<file path="config.mk">
export PLATFORM = sky130hd
export DESIGN_NAME = pulse_period_meter
export DESIGN_NICKNAME = d
export VERILOG_FILES = /design/src/rtl/prescaler_lib.sv /design/src/rtl/pulse_period_meter_lib.sv /design/src/rtl/pulse_period_meter_edge_det.sv /design/src/rtl/pulse_period_meter.sv
export SDC_FILE = /design/constraint.sdc
export NUM_CORES = 1
export LEC_CHECK = 0
export ABC_CLOCK_PERIOD_IN_PS = 2520
export BUFFER_PORTS_ARGS = -buffer_cell sky130_fd_sc_hd__buf_2
export CAP_MARGIN = 20
export CORE_MARGIN = 3
export CORE_UTILIZATION = 55
export DETAILED_ROUTE_END_ITERATION = 8
export PLACE_DENSITY_LB_ADDON = 0.3
export SETUP_SLACK_MARGIN = 0.15
export SLEW_MARGIN = 20
export SYNTH_ARGS = -nofsm -noshare
export SYNTH_HDL_FRONTEND = slang
export SYNTH_SLANG_ARGS = --single-unit
</file>
<file path="constraint.sdc">
create_clock -name clk -period 2.52 [get_ports clk]
set_input_delay 0.126 -clock clk [delete_from_list [all_inputs] [get_ports clk]]
set_output_delay 0.126 -clock clk [all_outputs]
set_load 0.02 [all_outputs]
</file>
<file path="src/rtl/prescaler_lib.sv">
// Shared limits for the prescaler / timing block family.
`ifndef PRESCALER_LIB_SV
`define PRESCALER_LIB_SV

package prescaler_lib;

    localparam int MAX_COUNTER_WIDTH = 32;

endpackage

`endif

</file>
<file path="src/rtl/pulse_period_meter_lib.sv">
// FSM state type and parameter range checks for pulse_period_meter.
`ifndef PULSE_PERIOD_METER_LIB_SV
`define PULSE_PERIOD_METER_LIB_SV

package pulse_period_meter_lib;

    import prescaler_lib::MAX_COUNTER_WIDTH;

    localparam int PPM_MIN_WIDTH = 2;
    localparam int PPM_MAX_WIDTH = MAX_COUNTER_WIDTH;

    typedef enum logic [1:0] {
        ST_IDLE    = 2'd0,
        ST_ARMED   = 2'd1,
        ST_MEASURE = 2'd2
    } ppm_state_t;

    function automatic bit width_ok(input int w);
        return (w >= PPM_MIN_WIDTH) && (w <= PPM_MAX_WIDTH);
    endfunction

    // Upper bound is the largest value the period counter can hold.
    function automatic bit min_period_ok(input int w, input int mp);
        longint lim;
        lim = (longint'(1) << w) - 1;
        return (mp >= 1) && (longint'(mp) <= lim);
    endfunction

endpackage

`endif

</file>
<file path="src/rtl/pulse_period_meter_edge_det.sv">
// pulse_edge_det: optional 2-flop synchronizer, then rising-edge detect on tick_in.
// Synchronizer present only when PULSE_PERIOD_METER_SYNC_EN is defined.
`ifndef PULSE_EDGE_DET_SV
`define PULSE_EDGE_DET_SV

module pulse_edge_det (
    input  logic clk,
    input  logic rst_n,
    input  logic tick_in,
    output logic tick_edge
);

    logic tick_s;
    logic prev;

`ifdef PULSE_PERIOD_METER_SYNC_EN
    logic sync_p0;
    logic sync_p1;

    always_ff @(posedge clk or negedge rst_n) begin
        if (!rst_n) begin
            sync_p0 <= 1'b0;
            sync_p1 <= 1'b0;
        end else begin
            sync_p0 <= tick_in;
            sync_p1 <= sync_p0;
        end
    end

    assign tick_s = sync_p1;
`else
    assign tick_s = tick_in;
`endif

    always_ff @(posedge clk or negedge rst_n) begin
        if (!rst_n) prev <= 1'b0;
        else        prev <= tick_s;
    end

    assign tick_edge = tick_s & ~prev;

endmodule

`endif

</file>
<file path="src/rtl/pulse_period_meter.sv">
// Measures clk cycles between tick_in rising edges; one-entry valid/ready result register.
// Define PULSE_PERIOD_METER_SYNC_EN to synchronize tick_in before edge detection.
`ifndef PULSE_PERIOD_METER_SV
`define PULSE_PERIOD_METER_SV

module pulse_period_meter
    import pulse_period_meter_lib::*;
#(
    parameter int COUNTER_WIDTH = 16,
    parameter int MIN_PERIOD    = 2
) (
    input  logic                     clk,
    input  logic                     rst_n,
    input  logic                     en,
    input  logic                     tick_in,
    output logic [COUNTER_WIDTH-1:0] period,
    output logic                     period_valid,
    input  logic                     period_ready,
    output logic                     ovf,
    output logic                     lost,
    input  logic                     lost_clr
);

    localparam logic [COUNTER_WIDTH-1:0] CNT_MAX = '1;
    localparam logic [COUNTER_WIDTH-1:0] MIN_P   = COUNTER_WIDTH'(MIN_PERIOD);

    if (!width_ok(COUNTER_WIDTH) || !min_period_ok(COUNTER_WIDTH, MIN_PERIOD)) begin : g_param_check
        $error("pulse_period_meter: illegal COUNTER_WIDTH=%0d or MIN_PERIOD=%0d",
               COUNTER_WIDTH, MIN_PERIOD);
    end

    function automatic logic is_saturated(input logic [COUNTER_WIDTH-1:0] c);
        return c == CNT_MAX;
    endfunction

    logic                     tick_edge;
    ppm_state_t               state;
    logic [COUNTER_WIDTH-1:0] cnt;

    logic                     res_new;
    logic                     res_ovf;
    logic [COUNTER_WIDTH-1:0] res_val;
    logic                     glitch;
    logic                     lost_set;

    pulse_edge_det u_edge (
        .clk       (clk),
        .rst_n     (rst_n),
        .tick_in   (tick_in),
        .tick_edge (tick_edge)
    );

    // A result is produced either by an edge (if long enough) or by counter saturation.
    always_comb begin
        res_new = 1'b0;
        res_ovf = 1'b0;
        res_val = cnt;
        glitch  = 1'b0;
        if (en && state == ST_MEASURE) begin
            if (tick_edge) begin
                if (cnt < MIN_P) glitch  = 1'b1;
                else             res_new = 1'b1;
            end else if (is_saturated(cnt)) begin
                res_new = 1'b1;
                res_ovf = 1'b1;
                res_val = CNT_MAX;
            end
        end
        lost_set = glitch || (res_new && period_valid && !period_ready);
    end

    always_ff @(posedge clk or negedge rst_n) begin
        if (!rst_n) begin
            state        <= ST_IDLE;
            cnt          <= '0;
            period       <= '0;
            period_valid <= 1'b0;
            ovf          <= 1'b0;
            lost         <= 1'b0;
        end else begin
            if (!en) begin
                state <= ST_IDLE;
                cnt   <= '0;
            end else begin
                unique case (state)
                    ST_IDLE: state <= ST_ARMED;
                    ST_ARMED: begin
                        if (tick_edge) begin
                            state <= ST_MEASURE;
                            cnt   <= COUNTER_WIDTH'(1);
                        end
                    end
                    ST_MEASURE: begin
                        // Restart on every edge so back-to-back periods have no dead cycle.
                        if (tick_edge) begin
                            cnt <= COUNTER_WIDTH'(1);
                        end else if (is_saturated(cnt)) begin
                            state <= ST_ARMED;
                            cnt   <= '0;
                        end else begin
                            cnt <= cnt + COUNTER_WIDTH'(1);
                        end
                    end
                    default: begin
                        state <= ST_IDLE;
                        cnt   <= '0;
                    end
                endcase
            end

            if (res_new && (!period_valid || period_ready)) begin
                period       <= res_val;
                ovf          <= res_ovf;
                period_valid <= 1'b1;
            end else if (period_valid && period_ready) begin
                period_valid <= 1'b0;
            end

            if (lost_set)      lost <= 1'b1;
            else if (lost_clr) lost <= 1'b0;
        end
    end

endmodule

`endif

</file>
======== Yosys cells after proc, flatten, opt, wreduce, memory -nomap -nowiden ========
Cells that the tools add are included.
word-level totals
  register bits ........................... 38
  input bits .............................. 6
  output and inout port bits .............. 19
  logic and storage cells ................. 58
operators by class
  add/sub/neg operators ................... 1
  $lt $le $gt $ge ......................... 1
  equality and inequality tests ........... 7
  muxes and demuxes ....................... 26
  bitwise operators ....................... 2
  reductions and logical operators ........ 14
operators by type and width
  operator                                                               count
  16-bit 2-to-1 mux                                                      7
  16-bit one-hot mux with 3 select lines                                 1
  16-bit by 1-bit adder with 16-bit output, second input constant        1
  16-bit equality test, second input constant                            1
  16-bit by 2-bit < comparator with 1-bit output, second input constant  1
  1-bit 2-to-1 mux                                                       13
  2-bit 2-to-1 mux                                                       4
  3-bit != test, second input constant                                   2
  2-bit one-hot mux with 3 select lines                                  1
  1-bit logical AND                                                      5
  2-bit nonzero test                                                     2
  3-bit by 2-bit != test with 1-bit output, second input constant        1
  3-bit AND reduction                                                    1
  2-bit by 1-bit equality test with 1-bit output, second input constant  1
  2-bit equality test, second input constant                             1
  1-bit logical NOT                                                      2
  2-bit logical NOT                                                      1
  1-bit logical OR                                                       2
  2-bit != test, second input constant                                   1
  2-bit AND reduction                                                    1
  1-bit AND                                                              1
  1-bit NOT                                                              1

======== Depth between registers and ports, before layout ========
  word-level depth ........................ 8
  depth in mapped cells ................... 8

======== Cells and area by module ========
A second synthesis with hierarchy kept.
second synthesis, totals
  cell total of the unflattened synthesis .. 171
  area, all modules ....................... 1,929.4 um^2
by module, submodules not included
  module              times used  cells each  area each (um^2)  seq. area each (um^2)
  pulse_period_meter  1           169         1,890.6           925.9
  pulse_edge_det      1           2           38.8              25.0

======== Worst setup path before layout ========
OpenSTA, ideal clock, no wires.
  kind .................................... register -> register
  start point ............................. register cnt[1]
  end point ............................... register period[11]
  arrival ................................. 2,124 ps
  required time ........................... 2,395 ps
  path slack .............................. 270 ps
  stages on the path, launching flop included .. 9
  buffers on the path ..................... 2
  period minus slack after synthesis ...... 2,250 ps
  cells stage by stage .................... dfrtp_1 > ha_1 > nand4_1 > nor4_4 > o21bai_1 > and3b_1 > buf_6 > buf_12 > mux2_4
between the ends
  longest elaborated chain between the ends .. 5
  elaborated cells on any way between the ends .. 10
  those cells by class .................... order compare: 1; eq/ne: 1; mux: 7; reduce/logical: 1
ends and longest elaborated chain
  what                                                                                           RTL line                                            RTL
  from (decl)                                                                                    pulse_period_meter.sv:38                            logic [COUNTER_WIDTH-1:0] cnt;
  from (signal assigned)                                                                         pulse_period_meter.sv:101                           cnt <= cnt + COUNTER_WIDTH'(1);
  16-bit by 2-bit < comparator with 1-bit output / 16-bit equality test (equally long branches)  pulse_period_meter.sv:61, pulse_period_meter.sv:33
  1-bit 2-to-1 mux, on equally long branches                                                     pulse_period_meter.sv:61, pulse_period_meter.sv:63
  1-bit 2-to-1 mux                                                                               pulse_period_meter.sv:60                            if (tick_edge) begin
  1-bit 2-to-1 mux                                                                               pulse_period_meter.sv:59                            if (en && state == ST_MEASURE) begin
  1-bit logical AND                                                                              pulse_period_meter.sv:111                           if (res_new && (!period_valid || period_ready)) begin
  to (signal assigned)                                                                           pulse_period_meter.sv:112                           period <= res_val;
  to (decl)                                                                                      pulse_period_meter.sv:16                            output logic [COUNTER_WIDTH-1:0] period,
Parallel ways exist; a longest one is shown, timed or not.
A chain may end at the register's enable or synchronous reset.

======== Final worst setup path ========
  start point ............................. register cnt[6]
  end point ............................... register period[2]
The elaborated chain is that of the path after synthesis.

==> results.py <==
metrics = {
    "routing": {
        "wl_per_cell_um": 16.0,
        "viasPerCell": 6.07,
        "drc": 0,
        "wl_met3_um": 222,
        "antenna_left": 0,
        "dr.pass1.iters": 4,
        "routed_wl_mm": 4.09,
        "dr_total_vias": 1553,
        "wl_met2_mm": 2.07,
        "wl_met1_mm": 1.75,
        "dr.max_layer_used": "met4",
        "drt_iter0_markers": 104,
    },
    "yosys": {
        "synthTopCellsByCount": "dfrtp_1 (38), o21ai_0 (21), nand3_1 (10), o31ai_1 (10), nor3_1 (9)",
        "synth_nets": 190,
        "synthArstFlopShare": 1.00,
        "ys_seq_area_frac": 0.488,
        "synth_area_um2": 1950,
        "synth_edf_count": 0,
        "ys.flop_type": "dfrtp_1",
        "synth-seq-cells": 38,
        "synth_area_leaders": "dfrtp_1 (49%), mux2_4 (6.2%), o21ai_0 (5.4%)",
        "netlist.area_leader.share": 0.488,
        "yosys.area.top_type": "dfrtp_1",
        "synthDistinctLibCells": 40,
        "avgSynthCellArea_um2": 10.8,
        "ys_warn_count": 0,
        "synthCells": 180,
        "synth_most_common_cell": "dfrtp_1",
    },
    "cts": {
        "root_buffer": "clkbuf_4",
        "clock_sinks": 38,
        "cts_buffer_depth": 2,
        "clkLatencyLatePin_ps": 330,
        "path_clk_slew_ps": 100,
        "tritoncts": "done",
        "numCtsBuffers": 5,
        "h-tree-depth": 2,
        "postCtsSetupBuffers": 0,
    },
    "run_status": {
        "outcome": "finished, final reports clean",
    },
    "worst_setup_path": {
        "rrSetupSlack_ps": 270,
        "rr_endpoint": "period[2]",
        "r2r_cells": 6,
        "worstPathMaxFanout": 8,
        "r2r_start": "cnt[6]",
        "crit_start": "cnt[6]",
        "cp.required_ps": 2750,
        "cp-end-kind": "flop",
        "worstPathArrival_ps": 2480,
        "crit_type": "reg -> reg",
        "start_kind": "flop",
    },
    "sta": {
        "drv_slew": 0,
        "worst_slew_pin_slew_ps": 811,
        "timing.fmax_mhz": 444,
        "finalCriticalPeriod_ps": 2250,
        "tns_ps": 0,
        "worst_slack_ps": 270,
        "final.setup_skew_ps": 10.3,
        "hold_violations": 0,
        "whs_ps": 71.0,
        "setup_viol": 0,
        "grt_setup_unrepaired": "no",
        "fin_crit_sh": 0.893,
        "maxSlewHeadroom": 0.459,
    },
    "placed_design": {
        "dpl.cell_count": 247,
        "hpwl_mm": 2.94,
        "gp_congestion": 0.877,
        "dp_slack_ps": 298,
        "io_buffers": 24,
        "place_area_um2": 2140,
    },
    "layout": {
        "final_area_um2": 2200,
        "n_antenna_cell": 0,
        "syn_to_final_growth_pct": 13.0,
        "n_fill_cell": 264,
        "layout-drive-gt1-share": 0.274,
        "layout.nets": 222,
        "instances_no_fill": 256,
    },
    "power": {
        "power_density_nw_per_um2": 455,
        "vdd_drop_max_v": 0.000314,
        "power.leakage_nw": 1.03,
    },
    "die": {
        "dieWidth_um": 65.5,
        "num_rows": 20,
        "die_height_um": 65.5,
        "num_io_pins": 25,
        "initial_core_util": 0.609,
        "dieArea_um2": 4290,
        "core_um2": 3200,
    },
    "global_route": {
        "grt_antenna_before_repair": 0,
        "track_usage": 0.212,
        "gr-total-overflow": 0,
        "grt_pass1_vias": 1482,
        "grt_pass1_wl_mm": 6.93,
        "grt_start_max_net_pins": 39,
    },
    "flow_run": {
        "maxCapViolations": 0,
    },
    "min_path": {
        "hold_path_end": "state[1]",
        "hold_class": "in -> reg",
        "hold_path_depth": 2,
        "holdCritStartpoint": "en",
    },
}
layout by cell type (no fill, tap or decap), types with 2 or more instances in the layout:
master,n
dfrtp_1,36
o31ai_1,10
nor3_1,9
nand2_1,7
ha_1,4
a21boi_0,2
nand4_1,7
buf_2,24
nand2b_1,7
buf_4,7
a211oi_1,2
o41ai_1,2
inv_1,6
nor2_1,4
mux2_2,6
o22a_2,2
dlygate4sd3_1,2
dfrtp_2,2
a311oi_1,3
clkbuf_1,2
o21a_1,2
mux2_4,8
nor4_1,4
o21ai_0,21
nand3_1,10
clkbuf_4,5
nor3b_1,3
power breakdown:
part	switching [W]	leakage (nW)	internal, W
logic	0.0000564	0.483	0.0000352
clock network	0.000176	0.0254	0.000105
registers	0.00000961	0.523	0.000621
total	0.000242	1.03	0.000761
worst max-delay path by stage:
stage | end | slack, ps | depth (start not counted)
floorplan | period[11] | 270 | 8
finish | period[2] | 270 | 6
detailed placement | period[2] | 300 | 6
CTS | period[2] | 270 | 6
global route | state[0] | 170 | 6
global placement | period[3] | 320 | 6
critical path, stage by stage (launching register included):
cell,delay [ps]
dfrtp_1,470
or4_1,520
nor4_1,180
nand4_1,220
and3b_1,290
buf_4,180
mux2_4,300
kinds of logic after synthesis:
logic type,after synthesis,synth area share
buffers and inverters,15,0.0430
AND/OR/NAND/NOR,61,0.183
multiplexers,14,0.0963
AO/OA/AOI/OAI,48,0.164
adder cells (fa/ha/maj),4,0.0257
flip-flops,38,0.488
per-stage QoR:
step | utilization | power, W
floorplan | - | 0.000691
global placement | 0.667 | 0.000726
detailed placement | 0.667 | 0.000731
CTS | 0.687 | 0.00101
global route | 0.688 | 0.00105
finish | 0.688 | 0.00100
state kept, by name (all words and copies together), names as in the netlist:
name	flops
period	16
state	2
ovf	1
cnt	16
lost	1
period_valid	1
u_edge.prev	1
layer usage:
layer  global-route usage  vias up
li1                     -      740
met1                0.264      756
met2                0.353       51
met3               0.0547        6
met4               0.0803        0
met5                    0        -
area by class of cell:
cell class	instances	area [um^2]	share of cell area
repair buffers	34	213	0.0965
well taps	44	55.1	0.0250
multi-input cells	127	915	0.415
inverters	6	22.5	0.0102
flip-flops and latches	38	953	0.433
clock buffers	7	45.0	0.0204
timing repair:
item / CTS / global route
gates resized for setup: 0 / 2
hold buffers: 2 / 0
endpoints found under the hold margin: 39 / 0
setup endpoints to repair: 0 / 1
(Power assumes the default switching activity.)
